## config.mk

```make
export PLATFORM = sky130hd
export DESIGN_NAME = core_array_gbus_sched_flat
export DESIGN_NICKNAME = d
export VERILOG_FILES = /design/src/rtl/core_array_gbus_sched_if.sv /design/src/rtl/core_array_gbus_sched.sv /design/src/flat_wrapper.sv
export SDC_FILE = /design/constraint.sdc
export NUM_CORES = 1
export LEC_CHECK = 0
export BUFFER_PORTS_ARGS = -buffer_cell sky130_fd_sc_hd__buf_2
export CAP_MARGIN = 20
export CORE_AREA = 2 2 575 577
export CTS_CLUSTER_DIAMETER = 40
export DETAILED_ROUTE_END_ITERATION = 8
export DIE_AREA = 0 0 577 579
export GPL_TIMING_DRIVEN = 0
export SYNTH_ARGS = -nofsm -noshare
export SYNTH_HDL_FRONTEND = slang
export SYNTH_SLANG_ARGS = --single-unit
```

## constraint.sdc

```tcl
create_clock -name clk -period 2.6 [get_ports clk]
set_input_delay 0 -clock clk [delete_from_list [all_inputs] [get_ports clk]]
set_output_delay 0 -clock clk [all_outputs]
set_load 0.03 [all_outputs]
```

## src/rtl/core_array_gbus_sched_if.sv

```systemverilog
// Host-side command / write-stream / read-stream bundle of the gbus scheduler.
interface core_array_gbus_sched_if #(
  parameter int HNUM      = 8,
  parameter int VNUM      = 8,
  parameter int GBUS_DATA = 64,
  parameter int GBUS_ADDR = 12
);
  localparam int RW = (HNUM > 1) ? $clog2(HNUM) : 1;

  logic                 cmd_valid;
  logic                 cmd_ready;
  logic                 cmd_write;
  logic [RW-1:0]        cmd_row;
  logic [VNUM-1:0]      cmd_col_mask;
  logic [GBUS_ADDR-1:0] cmd_addr;
  logic [GBUS_ADDR-1:0] cmd_len;
  logic                 wr_valid;
  logic                 wr_ready;
  logic [GBUS_DATA-1:0] wr_data;
  logic                 rd_valid;
  logic                 rd_ready;
  logic [GBUS_DATA-1:0] rd_data;
  logic                 busy;
  logic                 done;
  logic                 err;

  modport slave (
    input  cmd_valid, cmd_write, cmd_row, cmd_col_mask, cmd_addr, cmd_len,
    input  wr_valid, wr_data, rd_ready,
    output cmd_ready, wr_ready, rd_valid, rd_data, busy, done, err
  );
  modport master (
    output cmd_valid, cmd_write, cmd_row, cmd_col_mask, cmd_addr, cmd_len,
    output wr_valid, wr_data, rd_ready,
    input  cmd_ready, wr_ready, rd_valid, rd_data, busy, done, err
  );
endinterface

```

## src/rtl/core_array_gbus_sched.sv

```systemverilog
// Sequences host commands onto per-row global buses: broadcast writes to masked
// cores, single-core reads with one outstanding request and a per-word timeout.
module core_array_gbus_sched #(
  parameter int HNUM      = 8,
  parameter int VNUM      = 8,
  parameter int GBUS_DATA = 64,
  parameter int GBUS_ADDR = 12,
  parameter int TIMEOUT   = 255
) (
  input  logic                        clk,
  input  logic                        rstn,
  core_array_gbus_sched_if.slave      io,
  output logic [HNUM*GBUS_ADDR-1:0]   in_GBUS_ADDR,
  output logic [HNUM*VNUM-1:0]        gbus_wen,
  output logic [HNUM*GBUS_DATA-1:0]   gbus_wdata,
  output logic [HNUM*VNUM-1:0]        gbus_ren,
  input  logic [HNUM*GBUS_DATA-1:0]   gbus_rdata,
  input  logic [HNUM*VNUM-1:0]        gbus_rvalid
);
  localparam int RW = (HNUM > 1) ? $clog2(HNUM) : 1;
  localparam int CW = (VNUM > 1) ? $clog2(VNUM) : 1;
  localparam int TW = $clog2(TIMEOUT + 1);
  localparam logic [RW:0]   HNUM_W = (RW+1)'(HNUM);
  localparam logic [TW-1:0] TMAX   = TW'(TIMEOUT - 1);

  typedef enum logic [2:0] {IDLE, WR, RD_ISSUE, RD_WAIT, RD_OUT, DONE} state_t;
  state_t state, state_n;

  logic [RW-1:0]        row_q;
  logic [VNUM-1:0]      mask_q;
  logic [CW-1:0]        tgt_q;
  logic [GBUS_ADDR-1:0] addr_q, rem_q;
  logic [TW-1:0]        timer_q;
  logic                 err_q;
  logic [GBUS_DATA-1:0] rd_data_q;

  logic [HNUM-1:0][GBUS_ADDR-1:0] addr_r;
  logic [HNUM-1:0][GBUS_DATA-1:0] wdata_r;
  logic [HNUM-1:0][VNUM-1:0]      wen_r, ren_r;
  logic [HNUM-1:0][VNUM-1:0]      rv2;
  logic [HNUM-1:0][GBUS_DATA-1:0] rd2;

  logic cmd_fire, cmd_bad, last, tgt_rv, tmo;

  function automatic logic [CW-1:0] low_idx(input logic [VNUM-1:0] m);
    low_idx = '0;
    for (int i = VNUM-1; i >= 0; i--) if (m[i]) low_idx = CW'(i);
  endfunction

  assign rv2          = gbus_rvalid;
  assign rd2          = gbus_rdata;
  assign in_GBUS_ADDR = addr_r;
  assign gbus_wdata   = wdata_r;
  assign gbus_wen     = wen_r;
  assign gbus_ren     = ren_r;

  assign io.cmd_ready = rstn && (state == IDLE);
  assign io.wr_ready  = (state == WR);
  assign io.rd_valid  = (state == RD_OUT);
  assign io.rd_data   = rd_data_q;
  assign io.busy      = (state != IDLE);
  assign io.done      = (state == DONE);
  assign io.err       = (state == DONE) && err_q;

  assign cmd_fire = io.cmd_valid && io.cmd_ready;
  assign cmd_bad  = ({1'b0, io.cmd_row} >= HNUM_W) || (io.cmd_col_mask == '0);
  assign last     = (rem_q == GBUS_ADDR'(1));
  assign tgt_rv   = rv2[row_q][tgt_q];
  assign tmo      = (timer_q == TMAX);

  always_ff @(posedge clk) begin
    if (!rstn) state <= IDLE;
    else       state <= state_n;
  end

  always_comb begin
    state_n = state;
    case (state)
      IDLE:     if (cmd_fire) begin
                  if (cmd_bad || io.cmd_len == '0) state_n = DONE;
                  else                             state_n = io.cmd_write ? WR : RD_ISSUE;
                end
      WR:       if (io.wr_valid && last) state_n = DONE;
      RD_ISSUE: state_n = RD_WAIT;
      RD_WAIT:  if (tgt_rv) state_n = RD_OUT;
                else if (tmo) state_n = DONE;
      RD_OUT:   if (io.rd_ready) state_n = last ? DONE : RD_ISSUE;
      DONE:     state_n = IDLE;
      default:  state_n = IDLE;
    endcase
  end

  always_ff @(posedge clk) begin
    if (!rstn) begin
      row_q <= '0; mask_q <= '0; tgt_q <= '0; addr_q <= '0; rem_q <= '0;
      timer_q <= '0; err_q <= 1'b0; rd_data_q <= '0;
      addr_r <= '0; wdata_r <= '0; wen_r <= '0; ren_r <= '0;
    end else begin
      // bus strobes are single-cycle: cleared unless re-issued below
      addr_r <= '0; wdata_r <= '0; wen_r <= '0; ren_r <= '0;
      case (state)
        IDLE: if (cmd_fire) begin
          row_q  <= io.cmd_row;
          mask_q <= io.cmd_col_mask;
          tgt_q  <= low_idx(io.cmd_col_mask);
          addr_q <= io.cmd_addr;
          rem_q  <= io.cmd_len;
          err_q  <= cmd_bad;
        end
        WR: if (io.wr_valid) begin
          wen_r[row_q]   <= mask_q;
          addr_r[row_q]  <= addr_q;
          wdata_r[row_q] <= io.wr_data;
          addr_q <= addr_q + 1'b1;
          rem_q  <= rem_q - 1'b1;
        end
        RD_ISSUE: begin
          ren_r[row_q][tgt_q] <= 1'b1;
          addr_r[row_q]       <= addr_q;
          timer_q             <= '0;
        end
        // data arriving in the expiry cycle wins over the timeout
        RD_WAIT: begin
          if (tgt_rv)   rd_data_q <= rd2[row_q];
          else if (tmo) err_q     <= 1'b1;
          else          timer_q   <= timer_q + 1'b1;
        end
        RD_OUT: if (io.rd_ready) begin
          addr_q <= addr_q + 1'b1;
          rem_q  <= rem_q - 1'b1;
        end
        default: ;
      endcase
    end
  end
endmodule
```

## src/flat_wrapper.sv

```systemverilog
// flat-port wrapper written by rule: the top's interface ports become plain ports
module core_array_gbus_sched_flat 
#(
  parameter int HNUM      = 8,
  parameter int VNUM      = 8,
  parameter int GBUS_DATA = 64,
  parameter int GBUS_ADDR = 12,
  parameter int TIMEOUT   = 255
)
  (clk, rstn, in_GBUS_ADDR, gbus_wen, gbus_wdata, gbus_ren, gbus_rdata, gbus_rvalid, io_cmd_valid, io_cmd_write, io_cmd_row, io_cmd_col_mask, io_cmd_addr, io_cmd_len, io_wr_valid, io_wr_data, io_rd_ready, io_cmd_ready, io_wr_ready, io_rd_valid, io_rd_data, io_busy, io_done, io_err);
  core_array_gbus_sched_if #(.HNUM(HNUM), .VNUM(VNUM), .GBUS_DATA(GBUS_DATA), .GBUS_ADDR(GBUS_ADDR)) io_i ();
  input  logic clk;
  input  logic rstn;
  output logic [HNUM*GBUS_ADDR-1:0] in_GBUS_ADDR;
  output logic [HNUM*VNUM-1:0] gbus_wen;
  output logic [HNUM*GBUS_DATA-1:0] gbus_wdata;
  output logic [HNUM*VNUM-1:0] gbus_ren;
  input  logic [HNUM*GBUS_DATA-1:0] gbus_rdata;
  input  logic [HNUM*VNUM-1:0] gbus_rvalid;
  input wire logic [$bits(io_i.cmd_valid)-1:0] io_cmd_valid;
  input wire logic [$bits(io_i.cmd_write)-1:0] io_cmd_write;
  input wire logic [$bits(io_i.cmd_row)-1:0] io_cmd_row;
  input wire logic [$bits(io_i.cmd_col_mask)-1:0] io_cmd_col_mask;
  input wire logic [$bits(io_i.cmd_addr)-1:0] io_cmd_addr;
  input wire logic [$bits(io_i.cmd_len)-1:0] io_cmd_len;
  input wire logic [$bits(io_i.wr_valid)-1:0] io_wr_valid;
  input wire logic [$bits(io_i.wr_data)-1:0] io_wr_data;
  input wire logic [$bits(io_i.rd_ready)-1:0] io_rd_ready;
  output wire logic [$bits(io_i.cmd_ready)-1:0] io_cmd_ready;
  output wire logic [$bits(io_i.wr_ready)-1:0] io_wr_ready;
  output wire logic [$bits(io_i.rd_valid)-1:0] io_rd_valid;
  output wire logic [$bits(io_i.rd_data)-1:0] io_rd_data;
  output wire logic [$bits(io_i.busy)-1:0] io_busy;
  output wire logic [$bits(io_i.done)-1:0] io_done;
  output wire logic [$bits(io_i.err)-1:0] io_err;
  assign io_i.cmd_valid = io_cmd_valid;
  assign io_i.cmd_write = io_cmd_write;
  assign io_i.cmd_row = io_cmd_row;
  assign io_i.cmd_col_mask = io_cmd_col_mask;
  assign io_i.cmd_addr = io_cmd_addr;
  assign io_i.cmd_len = io_cmd_len;
  assign io_i.wr_valid = io_wr_valid;
  assign io_i.wr_data = io_wr_data;
  assign io_i.rd_ready = io_rd_ready;
  assign io_cmd_ready = io_i.cmd_ready;
  assign io_wr_ready = io_i.wr_ready;
  assign io_rd_valid = io_i.rd_valid;
  assign io_rd_data = io_i.rd_data;
  assign io_busy = io_i.busy;
  assign io_done = io_i.done;
  assign io_err = io_i.err;
  core_array_gbus_sched #(.HNUM(HNUM), .VNUM(VNUM), .GBUS_DATA(GBUS_DATA), .GBUS_ADDR(GBUS_ADDR), .TIMEOUT(TIMEOUT)) u_core (.clk(clk), .rstn(rstn), .io(io_i), .in_GBUS_ADDR(in_GBUS_ADDR), .gbus_wen(gbus_wen), .gbus_wdata(gbus_wdata), .gbus_ren(gbus_ren), .gbus_rdata(gbus_rdata), .gbus_rvalid(gbus_rvalid));
endmodule
```

==> metrics.md <==
| Metric | Value |
|---|---|
| DRC Markers | 0 |
| Mux cell area share after synthesis | under 10% |
| Worst-margin pin slew | between 1 and 1.5 ns |
| P_int | approximately 28 mW |
| Die area | 334000 µm² |
| GR Util All Layers | 16.3% |
| Die Wd | 577 µm |
| Combinational Power Share | approximately 16% |
| Min-Delay Startpoint | gbus_rdata[384] |
| P per Cell Area | ~710 nW/µm² |
| #FFs+latches synth | 850 |
| Minimum clock period | about 3.3 ns |
| Vias in the first global route | between 30000 and 40000 |
| Startpoint Class | flip-flop |
| Dpl ws | -2.19 ns |
| Reg2Reg Depth | 8 |
| Clk sinks | 850 |
| Main synth FF type | dfxtp_1 |
| Clock buffer count from CTS | about 150 |
| Worst Setup End Kind | flip-flop |
| Layout Nets | 5634 |
| Initial drt markers | about 2400 |
| Pwr Total | around 40 mW |
| Synthesized area per cell | between 10 and 15 µm² |
| Worst-case clock buffer depth | 4 |
| Core Box Area | approximately 330000 µm² |
| Crit-path cells | buf_6, buf_8, buf_12, buf_12, mux2_4, a222oi_1, nand4_1, o221a_2 |
| Xor/xnor share of the synthesized area | 0% |
| Antenna violations before repair | 195 |
| Mapped Cells | 2663 |
| First-pass GRT wire length | 347 mm |
| Post-synth net total | 3349 |
| Crit path max-delay cell type | a222oi_1 |
| Inst Count DP | 8550 |
| RSZ-0062 raised after global routing | yes |
| Share of total power in the clock network | 50.7% |
| Sw Pwr | roughly 11 mW |
| GPL Wtd Cong | 1.00 |
| Setup violations, final | a little under 80 |
| Grt ovf | 0 |
| DP HPWL | between 200 and 250 mm |
| Fin worst setup slack | -0.706 ns |
| Final core utilization | 17.0% |
| IR drop worst, VDD | about 0.45 mV |
| Largest net degree at the start of global routing | 16 |
| Top cell by count, worst path | buf_12 |
| Post-Syn Area | 28100 µm² |
| Flop-to-flop setup slack | -0.71 ns |
| Crit-path max cell delay | ~1.1 ns |
| Sw frac | between 20% and 30% |
| Clock latency on the worst-skew pair | approximately 0.82 ns |
| End of the worst hold path | u_core.io.rd_data[0] |
| Slew headroom | between 10% and 20% |
| Cell Rows | approximately 210 |
| Main combinational cell family by area after synthesis | simple AND/OR/NAND/NOR gates |
| Violated checks | hold timing, setup timing |
| Post-detailed-route count of antenna-violating nets | 0 |
| Max Fclk | 302 MHz |
| Worst Hold Depth | 4 |
| Design area | 55800 µm² |
| Clk_skew | between 0.08 and 0.09 ns |
| Final Max Tran Viols | 0 |
| Most frequent cells in the layout | buf_2, dfxtp_1, and2_1 |
| Max cap viols | 0 |
| Root buffer cell | clkbuf_16 |
| Die Y | slightly below 600 µm |
| Vias per inst | about 3.4 |
| Area grow syn2layout | 99.0% |
| CTS tree | yes |
| Hold Crit Class | in -> reg |
| Via count | about 32000 |
| Critical Path RT | about 3.3 ns |
| Post-Layout Cell Count | about 9500 |
| RR Startpoint | u_core.row_q[2] |
| Compound-Gate Fraction of Synth Area | 12.6% |
| Seq pwr share | between 30 and 40% |
| Min Hold Slack | -0.0285 ns |
| Port buffer count | 1486 |
| Commonest non-fill, non-tap cell in the layout | buf_2 |
| Final Hold Viols | 2 |
| Setup tns final | -21.31 ns |
| TritonRoute pass-1 iters | 9 |
| Placed cell area | between 40000 and 50000 µm² |
| Adder-cell area share of the yosys netlist | 0.223% |
| Status | finished with violations |
| Reg-to-reg endpoint | u_core.io.rd_data[63] |
| Simple-gate share of the synthesized area | around a fifth |
| I/O Pins | ~1500 |
| WL per Instance | 30.1 µm |
| CP max FO | 8 |
| Yosys warns | 0 |
| Worst EP arrival | 3.99 ns |
| H-Tree Depth | 4 |
| EDFF count, synth | 0 |
| Starting Density | roughly 8.5% |
| Static leakage | approximately 24 nW |
| Sequential-to-total area share from yosys stat | just over 60% |
| Period utilization | 127% |
| Asr flop ratio synth | 0% |
| Critical path class | reg -> reg |
| Layout cells sized above 1 | a little over two fifths |
| Distinct cells, synth | 67 |
| Clk pin slew, worst setup/hold paths | 0.05 ns |
| Final wirelength | 287 mm |
worst max-delay path, delay by kind of cell, from the launching register on:
| family | cells | cell delay (ns) |
|---|---|---|
| buffers and inverters | 4 | 0.53 |
| AND/OR/NAND/NOR | 1 | 0.53 |
| flip-flops | 1 | 0.32 |
| AO/OA/AOI/OAI | 2 | 1.44 |
| multiplexers | 1 | 0.34 |
sequential cells by signal, summed over array words and instances (netlist names):
signal	cells
u_core.timer_q	8
u_core.gbus_ren	64
u_core.io.rd_data	64
u_core.err_q	1
u_core.gbus_wen	64
u_core.state	3
u_core.rem_q	12
u_core.gbus_wdata	512
u_core.mask_q	8
u_core.tgt_q	3
u_core.addr_q	12
u_core.row_q	3
u_core.in_GBUS_ADDR	96
cell families (layout without fill, tap and decap cells):
kind of cell	count (synthesis)	count (layout)
AND/OR/NAND/NOR	1085	1085
buffers and inverters	198	2593
multiplexers	51	51
flip-flops	850	850
adder cells (fa/ha/maj)	5	5
AO/OA/AOI/OAI	474	474
other	0	105
timing repair:
item	CTS	global route
gates cloned	9	3
hold endpoints to repair	643	2
setup buffers	63	10
hold buffers	539	2
resized for setup	526	85
pin swaps	103	18
endpoints found under the setup margin	812	174
layout make-up:
class | count | area (µm²)
flip-flops and latches | 850 | 17000
multi-input cells | 1615 | 11700
well taps | 4366 | 5460
clock buffers | 178 | 3950
repair buffers | 2142 | 14600
clock inverters | 80 | 1130
inverters | 11 | 60.1
diodes | 105 | 263
plain buffers | 182 | 1690
fillers | 36710 | 273000
synth_stat cells (all sizes together), types with 28 or more instances:
cell type / instances / area [µm²]
dfxtp: 850 / 17000
and2: 572 / 3580
nor2: 240 / 901
clkbuf: 137 / 514
a22oi: 125 / 943
nand2: 108 / 405
a21oi: 89 / 445
a221oi: 54 / 473
buf: 50 / 240
a22o: 42 / 368
nand4: 39 / 244
o21ai: 36 / 180
a211oi: 34 / 255
o221a: 34 / 383
and3: 31 / 194
nand3: 28 / 145
power by group through the flow:
stage          logic, mW  clock network, mW  registers, mW
2_1_floorplan       1.42                  0           13.6
3_3_place_gp        4.15                  0           13.6
3_5_place_dp        4.28                  0           13.6
4_1_cts             6.15               20.6           13.3
5_1_grt             6.48               21.1           13.3
6_report            6.31               20.2           13.3
how the worst max path moves through the flow:
stage / start / end / slack (ns) / cells past startpoint
floorplan: u_core.row_q[0] / u_core.timer_q[5] / 0.25 / 9
global placement: u_core.row_q[2] / u_core.gbus_wen[59] / -5.00 / 8
detailed placement: u_core.row_q[0] / u_core.io.rd_data[49] / -2.19 / 8
CTS: u_core.row_q[2] / u_core.io.rd_data[63] / -0.39 / 8
global route: u_core.row_q[2] / u_core.io.rd_data[63] / -0.75 / 8
finish: u_core.row_q[2] / u_core.io.rd_data[63] / -0.71 / 8
per-layer routing:
metal	up-vias	wire [µm]	track usage [%]
met3	743	24100	5.15
met4	94	20200	9.96
li1	13959	-	-
met2	2328	147000	30.0
met5	-	593	0
met1	15313	95000	15.8
No activity file was read; power rests on OpenSTA's default activity.
